`src/rtl/lcd_tile_fill_ctrl_pkg.sv`:
```
// lcd_tile_fill_ctrl_pkg: screen geometry, register map and FSM states shared by the LCD tile fill controller
package lcd_tile_fill_ctrl_pkg;
  localparam int LCD_TILE_COLUMNS = 60;
  localparam int LCD_TILE_ROWS = 34;
  localparam int LCD_ADDR_WIDTH = 12;
  localparam logic [3:0] REG_CTRL = 4'h0;
  localparam logic [3:0] REG_ORIGIN = 4'h4;
  localparam logic [3:0] REG_SIZE = 4'h8;
  localparam logic [3:0] REG_VALUE = 4'hC;
  localparam int CTRL_START = 0;
  localparam int CTRL_BUSY = 0;
  localparam int CTRL_DONE = 1;
  typedef enum logic [2:0] {S_IDLE, S_SETUP, S_ISSUE, S_WAIT, S_NEXT, S_DONE} fill_state_t;
  function automatic logic [3:0] byte_strobe(input logic [1:0] a);
    return 4'b0001 << a;
  endfunction
endpackage

```
`src/rtl/lcd_port_arbiter.sv`:
```
// lcd_port_arbiter: CPU-priority mux onto the screen-memory port; an engine write in flight is never preempted
module lcd_port_arbiter
  import lcd_tile_fill_ctrl_pkg::*;
#(
  parameter int ADDR_WIDTH = LCD_ADDR_WIDTH
) (
  input  logic                  clk,
  input  logic                  rst_n,
  input  logic                  cpu_select,
  input  logic [3:0]            cpu_wstrb,
  input  logic [ADDR_WIDTH-1:0] cpu_addr,
  input  logic [31:0]           cpu_data_i,
  output logic                  cpu_ready,
  output logic [31:0]           cpu_data_o,
  input  logic                  eng_req,
  input  logic                  eng_wait,
  input  logic [3:0]            eng_wstrb,
  input  logic [ADDR_WIDTH-1:0] eng_addr,
  input  logic [31:0]           eng_data,
  output logic                  eng_grant,
  output logic                  lcd_select,
  output logic [3:0]            lcd_wstrb,
  output logic [ADDR_WIDTH-1:0] lcd_addr,
  output logic [31:0]           lcd_data_o,
  input  logic                  lcd_ready,
  input  logic [31:0]           lcd_data_i
);
  logic cpu_own, cpu_fwd, eng_drive;
  assign cpu_fwd = rst_n && cpu_select && !eng_wait;
  // cpu_own keeps the engine off the port until the CPU's ready has been seen
  assign eng_grant = eng_req && !cpu_select && !cpu_own;
  assign eng_drive = eng_grant || eng_wait;
  assign lcd_select = cpu_fwd || eng_drive;
  assign lcd_wstrb = cpu_fwd ? cpu_wstrb : eng_drive ? eng_wstrb : '0;
  assign lcd_addr = cpu_fwd ? cpu_addr : eng_drive ? eng_addr : '0;
  assign lcd_data_o = cpu_fwd ? cpu_data_i : eng_drive ? eng_data : '0;
  assign cpu_ready = cpu_fwd && lcd_ready;
  assign cpu_data_o = cpu_ready ? lcd_data_i : '0;
  always_ff @(posedge clk or negedge rst_n)
    if (!rst_n) cpu_own <= 1'b0;
    else cpu_own <= lcd_ready ? 1'b0 : cpu_fwd ? 1'b1 : cpu_own;
endmodule

```
`src/rtl/lcd_tile_fill_ctrl.sv`:
```
// lcd_tile_fill_ctrl: register-programmed rectangular tile fill sequenced onto the shared screen-memory port
module lcd_tile_fill_ctrl
  import lcd_tile_fill_ctrl_pkg::*;
#(
  parameter int TILE_COLUMNS = LCD_TILE_COLUMNS,
  parameter int TILE_ROWS = LCD_TILE_ROWS,
  parameter int ADDR_WIDTH = LCD_ADDR_WIDTH
) (
  input  logic                  clk,
  input  logic                  rst_n,
  input  logic                  reg_select,
  input  logic [3:0]            reg_wstrb,
  input  logic [3:0]            reg_addr,
  input  logic [31:0]           reg_data_i,
  output logic                  reg_ready,
  output logic [31:0]           reg_data_o,
  input  logic                  cpu_select,
  input  logic [3:0]            cpu_wstrb,
  input  logic [ADDR_WIDTH-1:0] cpu_addr,
  input  logic [31:0]           cpu_data_i,
  output logic                  cpu_ready,
  output logic [31:0]           cpu_data_o,
  output logic                  lcd_select,
  output logic [3:0]            lcd_wstrb,
  output logic [ADDR_WIDTH-1:0] lcd_addr,
  output logic [31:0]           lcd_data_o,
  input  logic                  lcd_ready,
  input  logic [31:0]           lcd_data_i,
  output logic                  busy,
  output logic                  done_pulse
);
  localparam logic [6:0] COLS = 7'(TILE_COLUMNS);
  localparam logic [6:0] ROWS = 7'(TILE_ROWS);
  fill_state_t state, state_nx;
  logic [5:0] x0_q, y0_q, x0_f, x_end, y_end, x, y;
  logic [6:0] w_q, h_q, x_sum, y_sum;
  logic [7:0] value_q, val_f;
  logic [ADDR_WIDTH-1:0] row_base, eng_addr;
  logic [31:0] ctrl_rd, rdata;
  logic done_sticky, reg_acc, reg_wr, idle, start, degenerate, last_col, last_row;
  logic eng_req, eng_wait, eng_grant;
  logic unused_ok;
  assign unused_ok = ^{reg_data_i[31:23], reg_data_i[15:8]};
  assign reg_acc = reg_select && !reg_ready;
  assign reg_wr = reg_acc && |reg_wstrb;
  assign idle = state == S_IDLE || state == S_DONE;
  assign start = idle && reg_wr && reg_addr == REG_CTRL && reg_wstrb[0] && reg_data_i[CTRL_START];
  assign x_sum = {1'b0, x0_q} + w_q;
  assign y_sum = {1'b0, y0_q} + h_q;
  assign degenerate = w_q == '0 || h_q == '0 || {1'b0, x0_q} >= COLS || {1'b0, y0_q} >= ROWS;
  assign last_col = x + 6'd1 == x_end;
  assign last_row = y + 6'd1 == y_end;
  assign busy = !idle;
  assign done_pulse = state == S_DONE;
  assign eng_addr = row_base + ADDR_WIDTH'(x);
  always_comb begin
    ctrl_rd = '0;
    ctrl_rd[CTRL_BUSY] = busy;
    ctrl_rd[CTRL_DONE] = done_sticky;
    rdata = reg_addr == REG_CTRL ? ctrl_rd :
            reg_addr == REG_ORIGIN ? {10'b0, y0_q, 10'b0, x0_q} :
            reg_addr == REG_SIZE ? {9'b0, h_q, 9'b0, w_q} :
            reg_addr == REG_VALUE ? {24'b0, value_q} : '0;
  end
  always_comb begin
    state_nx = state;
    eng_req = 1'b0;
    eng_wait = 1'b0;
    case (state)
      S_IDLE, S_DONE: state_nx = start ? (degenerate ? S_DONE : S_SETUP) : S_IDLE;
      S_SETUP: state_nx = S_ISSUE;
      S_ISSUE: begin
        eng_req = 1'b1;
        state_nx = eng_grant ? S_WAIT : S_ISSUE;
      end
      S_WAIT: begin
        eng_wait = 1'b1;
        state_nx = lcd_ready ? S_NEXT : S_WAIT;
      end
      S_NEXT: state_nx = !last_col ? S_ISSUE : last_row ? S_DONE : S_SETUP;
      default: state_nx = S_IDLE;
    endcase
  end
  always_ff @(posedge clk or negedge rst_n)
    if (!rst_n) begin
      state <= S_IDLE;
      reg_ready <= 1'b0;
      reg_data_o <= '0;
      x0_q <= '0;
      y0_q <= '0;
      w_q <= '0;
      h_q <= '0;
      value_q <= '0;
      done_sticky <= 1'b0;
      x0_f <= '0;
      x_end <= '0;
      y_end <= '0;
      x <= '0;
      y <= '0;
      val_f <= '0;
      row_base <= '0;
    end else begin
      state <= state_nx;
      reg_ready <= reg_select && !reg_ready;
      reg_data_o <= (reg_acc && !reg_wr) ? rdata : '0;
      if (reg_wr && reg_addr == REG_ORIGIN) begin
        if (reg_wstrb[0]) x0_q <= reg_data_i[5:0];
        if (reg_wstrb[2]) y0_q <= reg_data_i[21:16];
      end
      if (reg_wr && reg_addr == REG_SIZE) begin
        if (reg_wstrb[0]) w_q <= reg_data_i[6:0];
        if (reg_wstrb[2]) h_q <= reg_data_i[22:16];
      end
      if (reg_wr && reg_addr == REG_VALUE && reg_wstrb[0]) value_q <= reg_data_i[7:0];
      if (state == S_DONE) done_sticky <= 1'b1;
      else if (reg_wr && reg_addr == REG_CTRL) done_sticky <= 1'b0;
      if (start) begin
        x0_f <= x0_q;
        x <= x0_q;
        y <= y0_q;
        x_end <= 6'(x_sum > COLS ? COLS : x_sum);
        y_end <= 6'(y_sum > ROWS ? ROWS : y_sum);
        val_f <= value_q;
      end
      if (state == S_SETUP) row_base <= ADDR_WIDTH'(y) * ADDR_WIDTH'(TILE_COLUMNS);
      if (state == S_NEXT) begin
        x <= last_col ? x0_f : x + 6'd1;
        if (last_col) y <= y + 6'd1;
      end
    end
  lcd_port_arbiter #(.ADDR_WIDTH(ADDR_WIDTH)) u_arb (
    .clk        (clk),
    .rst_n      (rst_n),
    .cpu_select (cpu_select),
    .cpu_wstrb  (cpu_wstrb),
    .cpu_addr   (cpu_addr),
    .cpu_data_i (cpu_data_i),
    .cpu_ready  (cpu_ready),
    .cpu_data_o (cpu_data_o),
    .eng_req    (eng_req),
    .eng_wait   (eng_wait),
    .eng_wstrb  (byte_strobe(eng_addr[1:0])),
    .eng_addr   (eng_addr),
    .eng_data   ({4{val_f}}),
    .eng_grant  (eng_grant),
    .lcd_select (lcd_select),
    .lcd_wstrb  (lcd_wstrb),
    .lcd_addr   (lcd_addr),
    .lcd_data_o (lcd_data_o),
    .lcd_ready  (lcd_ready),
    .lcd_data_i (lcd_data_i)
  );
endmodule
```
`config.mk`:
```
export PLATFORM = sky130hd
export DESIGN_NAME = lcd_tile_fill_ctrl
export DESIGN_NICKNAME = d
export VERILOG_FILES = /design/src/rtl/lcd_tile_fill_ctrl_pkg.sv /design/src/rtl/lcd_port_arbiter.sv /design/src/rtl/lcd_tile_fill_ctrl.sv
export SDC_FILE = /design/constraint.sdc
export NUM_CORES = 1
export LEC_CHECK = 0
export ABC_CLOCK_PERIOD_IN_PS = 2800
export CAP_MARGIN = 15
export CORE_ASPECT_RATIO = 1.25
export CORE_UTILIZATION = 43
export CTS_CLUSTER_SIZE = 25
export DETAILED_ROUTE_END_ITERATION = 7
export GPL_TIMING_DRIVEN = 1
export PLACE_DENSITY = 0.78
export SLEW_MARGIN = 20
export SYNTH_ARGS = -nofsm -noshare
export SYNTH_HDL_FRONTEND = slang
export SYNTH_HIERARCHICAL = 1
export SYNTH_SLANG_ARGS = --single-unit
```
`constraint.sdc`:
```
create_clock -name clk -period 2.8 [get_ports clk]
set_input_delay 0.56 -clock clk [delete_from_list [all_inputs] [get_ports clk]]
set_output_delay 0.56 -clock clk [all_outputs]
set_load 0.02 [all_outputs]
```
==> results of run 1 <==
worst max-delay path: cells and delay by family, from the launching register on:
kind	cells	cell delay [ns]
flops	1	0.36
fa+ha+maj	2	0.54
simple gates	3	0.36
buf+inv	3	0.33
compound gates	2	0.40
xor+xnor	1	0.14
layout make-up:
class | instances | area, sq um
inverter | 39 | 149
fill | 1463 | 6480
clock buffer | 10 | 229
multi-input combinational | 569 | 4660
tap | 220 | 275
clock inverter | 6 | 51.3
timing repair buffer | 287 | 2550
sequential | 103 | 2580
report_power, final:
group	internal [mW]	total [mW]	switching, mW
logic	2.87	5.46	2.59
clock network	0.618	1.20	0.581
registers	1.76	2.07	0.316
cells by family after synthesis:
logic type | count (synthesis)
AND/OR/NAND/NOR | 262
AO/OA/AOI/OAI | 148
buffers and inverters | 106
flip-flops | 103
multiplexers | 58
adder cells (fa/ha/maj) | 48
XOR/XNOR | 36
other | 1
worst paths after layout:
| check | from | end | cells after the start |
|---|---|---|---|
| max | row_base[2]$_DFFE_PN0P_ | lcd_addr[10] | 11 |
| min | rst_n | x0_q[3]$_DFFE_PN0P_ | 3 |
| max reg2reg | y[0]$_DFF_PN0_ | row_base[11]$_DFFE_PN0P_ | 9 |
| min reg2reg | x0_f[4]$_DFFE_PN0N_ | x0_f[4]$_DFFE_PN0N_ | 2 |
| max in group asynchronous | rst_n | y[0]$_DFF_PN0_ | 4 |
| min in group clk | x0_f[4]$_DFFE_PN0N_ | x0_f[4]$_DFFE_PN0N_ | 2 |
cells in the mapped netlist, drive strengths merged, types with 8 or more instances:
cell type / count / area share
mux2i: 14 / 0.019
nand2: 75 / 0.037
dfrtp: 103 / 0.34
o21ai: 23 / 0.015
nor2: 34 / 0.017
nor4bb: 46 / 0.061
nor3b: 8 / 0.0093
ha: 36 / 0.060
inv: 39 / 0.019
mux2: 44 / 0.066
xor2: 13 / 0.015
and3: 42 / 0.035
xnor2: 21 / 0.024
buf: 36 / 0.036
clkbuf: 31 / 0.015
a221o: 48 / 0.064
a21oi: 14 / 0.0093
nand3: 13 / 0.0086
a22oi: 10 / 0.010
a21o: 8 / 0.0080
fa: 12 / 0.032
registers in the layout, summed over array words and instances (netlist names), 3 cells and up:
name / count
w_q: 7
y0_q: 6
x_end: 6
x0_f: 6
x0_q: 6
row_base: 10
value_q: 8
y: 6
reg_data_o: 15
x: 6
y_end: 6
h_q: 7
state: 3
val_f: 8
timing repair:
action                                  CTS  global route
pin swaps                                24            17
resized for setup                       145            87
endpoints found under the setup margin   85            54
buffers inserted                         10             1
through the flow:
stage	cells	worst slack, ns
after floorplan	778	-0.0283
after global placement	1209	-0.377
after detailed placement	1209	-0.417
after CTS	1235	-0.231
after global routing	1234	-0.337
final	1234	-0.219
layer usage:
layer  up-vias  routed length (microns)  share of wire
li1       3287                        -              -
met1      3367                     8920           0.40
met2       277                    11100           0.50
met3        43                     1550          0.069
met4         0                      707          0.032
met5         -                        0              0
==> results.cfg, run 1 <==
[drt]
firstDrtPassIters = 5
post-route-drc-count = 0
final_antenna_net_count = 0
routedWlPerCell_microns = 18.1
vias_per_cell = 5.65
drt_iter0_markers = 496
vias = 6974
wl_mm = 22.3

[synth]
synth_edf_count = 0
synthFlopType = dfrtp_1
synth_simple_gate_area_frac = 0.209
synth_top_family_by_area = simple AND/OR/NAND/NOR gates
synth.mux.area_fraction = 0.0845
syn_area_per_cell_sq_um = 9.87
yosys.area_share.adder = 0.0918
ys_warn_count = 6
netlist_area_sq_um = 7520
synth_compound_area_frac = 0.156
synthArstFlopShare = 1.00
ys_seq_elements = 103
syn_inst = 762
synth_xor_area_frac = 0.0459
synth_cell_type_count = 64
yosysSeqAreaShare = 0.343

[clock_network]
cts_hold_buf = 0
tritoncts = built
cts-root-buf = clkbuf_16
h-tree-depth = 3
clockBufferDepth = 2
insertion_delay_ns = 0.35
cts.sinks = 103
cts_buffers = 9
clkSlewWorstSetupHoldPaths_ns = 0.07

[placement]
routabilityCongestion = 0.840
hpwl_mm = 16.4
placed_cell_area_sq_um = 10200
portBuffers = 207

[setup_path]
cp-end-kind = output port
critPathSlowestCell = dfrtp_1
r2r_slack_ns = 0
startpoint_type = register
slowest_delay_ns = 0.36
cp_data_arrival_time_ns = 2.46
critical_path_class = reg2out
cp.required_ns = 2.24
cp_max_fo = 3
crit_chain = ha_2 > inv_2 > fa_2 > nor2b_2 > o21ai_1 > nand2b_1 > nand3_1 > xnor2_1 > buf_4 > a221o_1 > buf_2

[timing]
tightest_slew_ns = 0.838
hold_viol = 0
timing.final.ws_setup_ns = -0.219
hold_ws_ns = 0.435
finalSetupViolCount = 6
fin_crit_ns = 3.02
slew_violations = 0
fin_crit_sh = 1.08
setup_tns_ns = -1.08
timing.fmax_ghz = 0.331
rsz0062_at_grt = true
relSlewSlack = 0.441
skew_ns = 0.00894

[run]
maxCapViolations = 0

[grt]
met2_usage = 0.433
grt_pass1_wl_mm = 35.2
grt-ovfl-total = 0
grt_util_met3 = 0.0530
grt_max_degree = 65
grt_pass1_vias = 6885
gr-usage-all-layers = 0.248
antenna_found_initial = 0
grt_busiest_layer = met2
gr-usage-met1 = 0.300

[final_layout]
area_growth_syn_to_layout_pct = 39.5
final_nets = 1182
antenna_cells = 0
drive_gt1_frac = 0.226
layout_common_cells = clkdlybuf4s50_1 (123), dfrtp_1 (100), nand2_1 (75), buf_4 (74), a221o_1 (48)
final_common_cell = clkdlybuf4s50_1
post-route-util = 0.618
final_area_sq_um = 10500

[power_and_ir_drop]
finalPower_mw = 8.73
leakage_nw = 5.07
ir_drop_uv = 504
powerDensity_nw_per_um2 = 832

[die]
core_sq_um = 17000
initial_core_util = 0.443
die_area_sq_um = 18000
die_w_microns = 120
chipHeight_microns = 150
rows = 53
io_pins = 242

[worst_hold_path]
hold_class = in2async

[outcome]
status = complete, but fails checks
violations = setup timing
Power figures use the tool's default switching activity.
==> inputs of run 2 (changes only) <==
Settings changed: HOLD_SLACK_MARGIN set to 0.12.
==> results of run 2 <==
Same layout as run 1: the final DEF is identical, and so are final timing and power.
==> inputs of run 3 (changes only) <==
Settings changed: TNS_END_PERCENT set to 30.
==> results.cfg, run 3 (same netlist as run 1, synthesis figures left out) <==
[drt]
post-route-drc-count = 0
wl_mm = 22.3
final_antenna_net_count = 0
vias_per_cell = 5.61
routedWlPerCell_microns = 18.1
vias = 6923
firstDrtPassIters = 5
drt_iter0_markers = 423

[die]
die_w_microns = 120
io_pins = 242
die_area_sq_um = 18000
core_sq_um = 17000
chipHeight_microns = 150
initial_core_util = 0.443
rows = 53

[timing]
timing.final.ws_setup_ns = -0.255
timing.fmax_ghz = 0.327
slew_violations = 0
hold_viol = 0
tightest_slew_ns = 0.835
fin_crit_ns = 3.06
fin_crit_sh = 1.09
rsz0062_at_grt = true
skew_ns = 0.00824
relSlewSlack = 0.443
finalSetupViolCount = 8

[final_layout]
area_growth_syn_to_layout_pct = 39.2
top_register = reg_data_o
final_common_cell = clkdlybuf4s50_1
largest_register_ffs = 15
final_area_sq_um = 10500
post-route-util = 0.617
seq_area_sq_um = 2580
drive_gt1_frac = 0.223
final_nets = 1181
multiInputGateArea_sq_um = 4640
reg_top3 = reg_data_o x15, row_base x10
fill_cells = 1471
layout_common_cells = clkdlybuf4s50_1 (123), dfrtp_1 (100), nand2_1 (75), buf_4 (73), a221o_1 (48)
antenna_cells = 0

[grt]
grt_busiest_layer = met2
grt_pass1_wl_mm = 34.7
grt_util_met3 = 0.0530
grt_max_degree = 65
antenna_found_initial = 0
gr-usage-met1 = 0.295
grt_pass1_vias = 6800
grt-ovfl-total = 0
gr-usage-all-layers = 0.245
met2_usage = 0.427

[power_and_ir_drop]
ir_drop_uv = 479
leakage_nw = 5.06
powerDensity_nw_per_um2 = 825
finalPower_mw = 8.64

[placement]
portBuffers = 207
routabilityCongestion = 0.840
hpwl_mm = 16.4
placed_cell_area_sq_um = 10200

[setup_path]
r2r_slack_ns = -0.08
crit_chain = ha_2 > inv_2 > fa_2 > nor2b_2 > o21ai_1 > nand2b_1 > nand3_1 > xnor2_1 > buf_4 > a221o_1 > buf_2
cp_max_fo = 3
critical_path_class = reg2out
cp-end-kind = output port
ff2ff_path_depth = 9
cp.required_ns = 2.24
critPathSlowestCell = dfrtp_1
reg2reg_from = y[0]$_DFF_PN0_
timing.rr.end = row_base[11]$_DFFE_PN0P_
startpoint_type = register
cp_data_arrival_time_ns = 2.50
slowest_delay_ns = 0.36

[clock_network]
cts_buffers = 9
cts.sinks = 103
clkSlewWorstSetupHoldPaths_ns = 0.07
clockBufferDepth = 2
tritoncts = built
cts_hold_buf = 0
cts-root-buf = clkbuf_16
insertion_delay_ns = 0.35
h-tree-depth = 3

[run]
maxCapViolations = 0

[outcome]
status = complete, but fails checks
violations = setup timing

[worst_hold_path]
hold_class = in2async
==> run 3: timing repair <==
item                                    in CTS  in global routing
gates resized for setup                    137                 90
pin swaps                                   17                 24
endpoints found under the hold margin        0                  0
setup buffers                                3                  6
endpoints found under the setup margin      85                 54
==> run 3: worst max-delay path by stage <==
stage | startpoint | end | slack (ns) | cells past startpoint
floorplan | y[0]$_DFF_PN0_ | row_base[11]$_DFFE_PN0P_ | -0.03 | 9
global placement | x[3]$_DFFE_PN0P_ | lcd_addr[10] | -0.38 | 11
detailed placement | x[3]$_DFFE_PN0P_ | lcd_addr[10] | -0.42 | 11
CTS | x[2]$_DFFE_PN0P_ | lcd_addr[10] | -0.23 | 11
global route | x[2]$_DFFE_PN0P_ | lcd_addr[10] | -0.37 | 11
finish | row_base[2]$_DFFE_PN0P_ | lcd_addr[10] | -0.26 | 11
==> run 3: final cells by class <==
cell class	count	share of cell area
inverter	39	0.0142
timing repair buffer	286	0.243
clock buffer	10	0.0219
multi-input combinational	569	0.443
tap	220	0.0263
clock inverter	6	0.00490
sequential	103	0.246
==> run 3: through the flow <==
stage                     hold slack, ns  TNS [ns]  cells  setup WS, ns
final                              0.438     -1.29   1233        -0.255
after global routing               0.475     -2.37   1233        -0.374
after CTS                          0.449     -1.32   1228        -0.231
after detailed placement           0.466     -3.25   1209        -0.417
after global placement             0.456     -2.41   1209        -0.377
after floorplan                    0.264   -0.0513    778       -0.0283
==> run 3: layer usage <==
layer  up-vias  part of all wire
met5         -                 0
met1      3330              0.41
met4         0             0.033
met3        46             0.066
met2       270              0.50
li1       3277                 -
==> run 3: worst max-delay path, delay by kind of cell (launching register included) <==
kind / cells / cell delay (ns)
buffers and inverters: 3 / 0.33
XOR/XNOR: 1 / 0.14
adder cells (fa/ha/maj): 2 / 0.55
AO/OA/AOI/OAI: 2 / 0.40
AND/OR/NAND/NOR: 3 / 0.38
flip-flops: 1 / 0.36
==> run 3: power breakdown <==
group / internal, mW / switching, mW / total, mW
combinational: 2.81 / 2.56 / 5.37
sequential: 1.76 / 0.319 / 2.08
clock: 0.618 / 0.580 / 1.20
total: 5.19 / 3.46 / 8.64
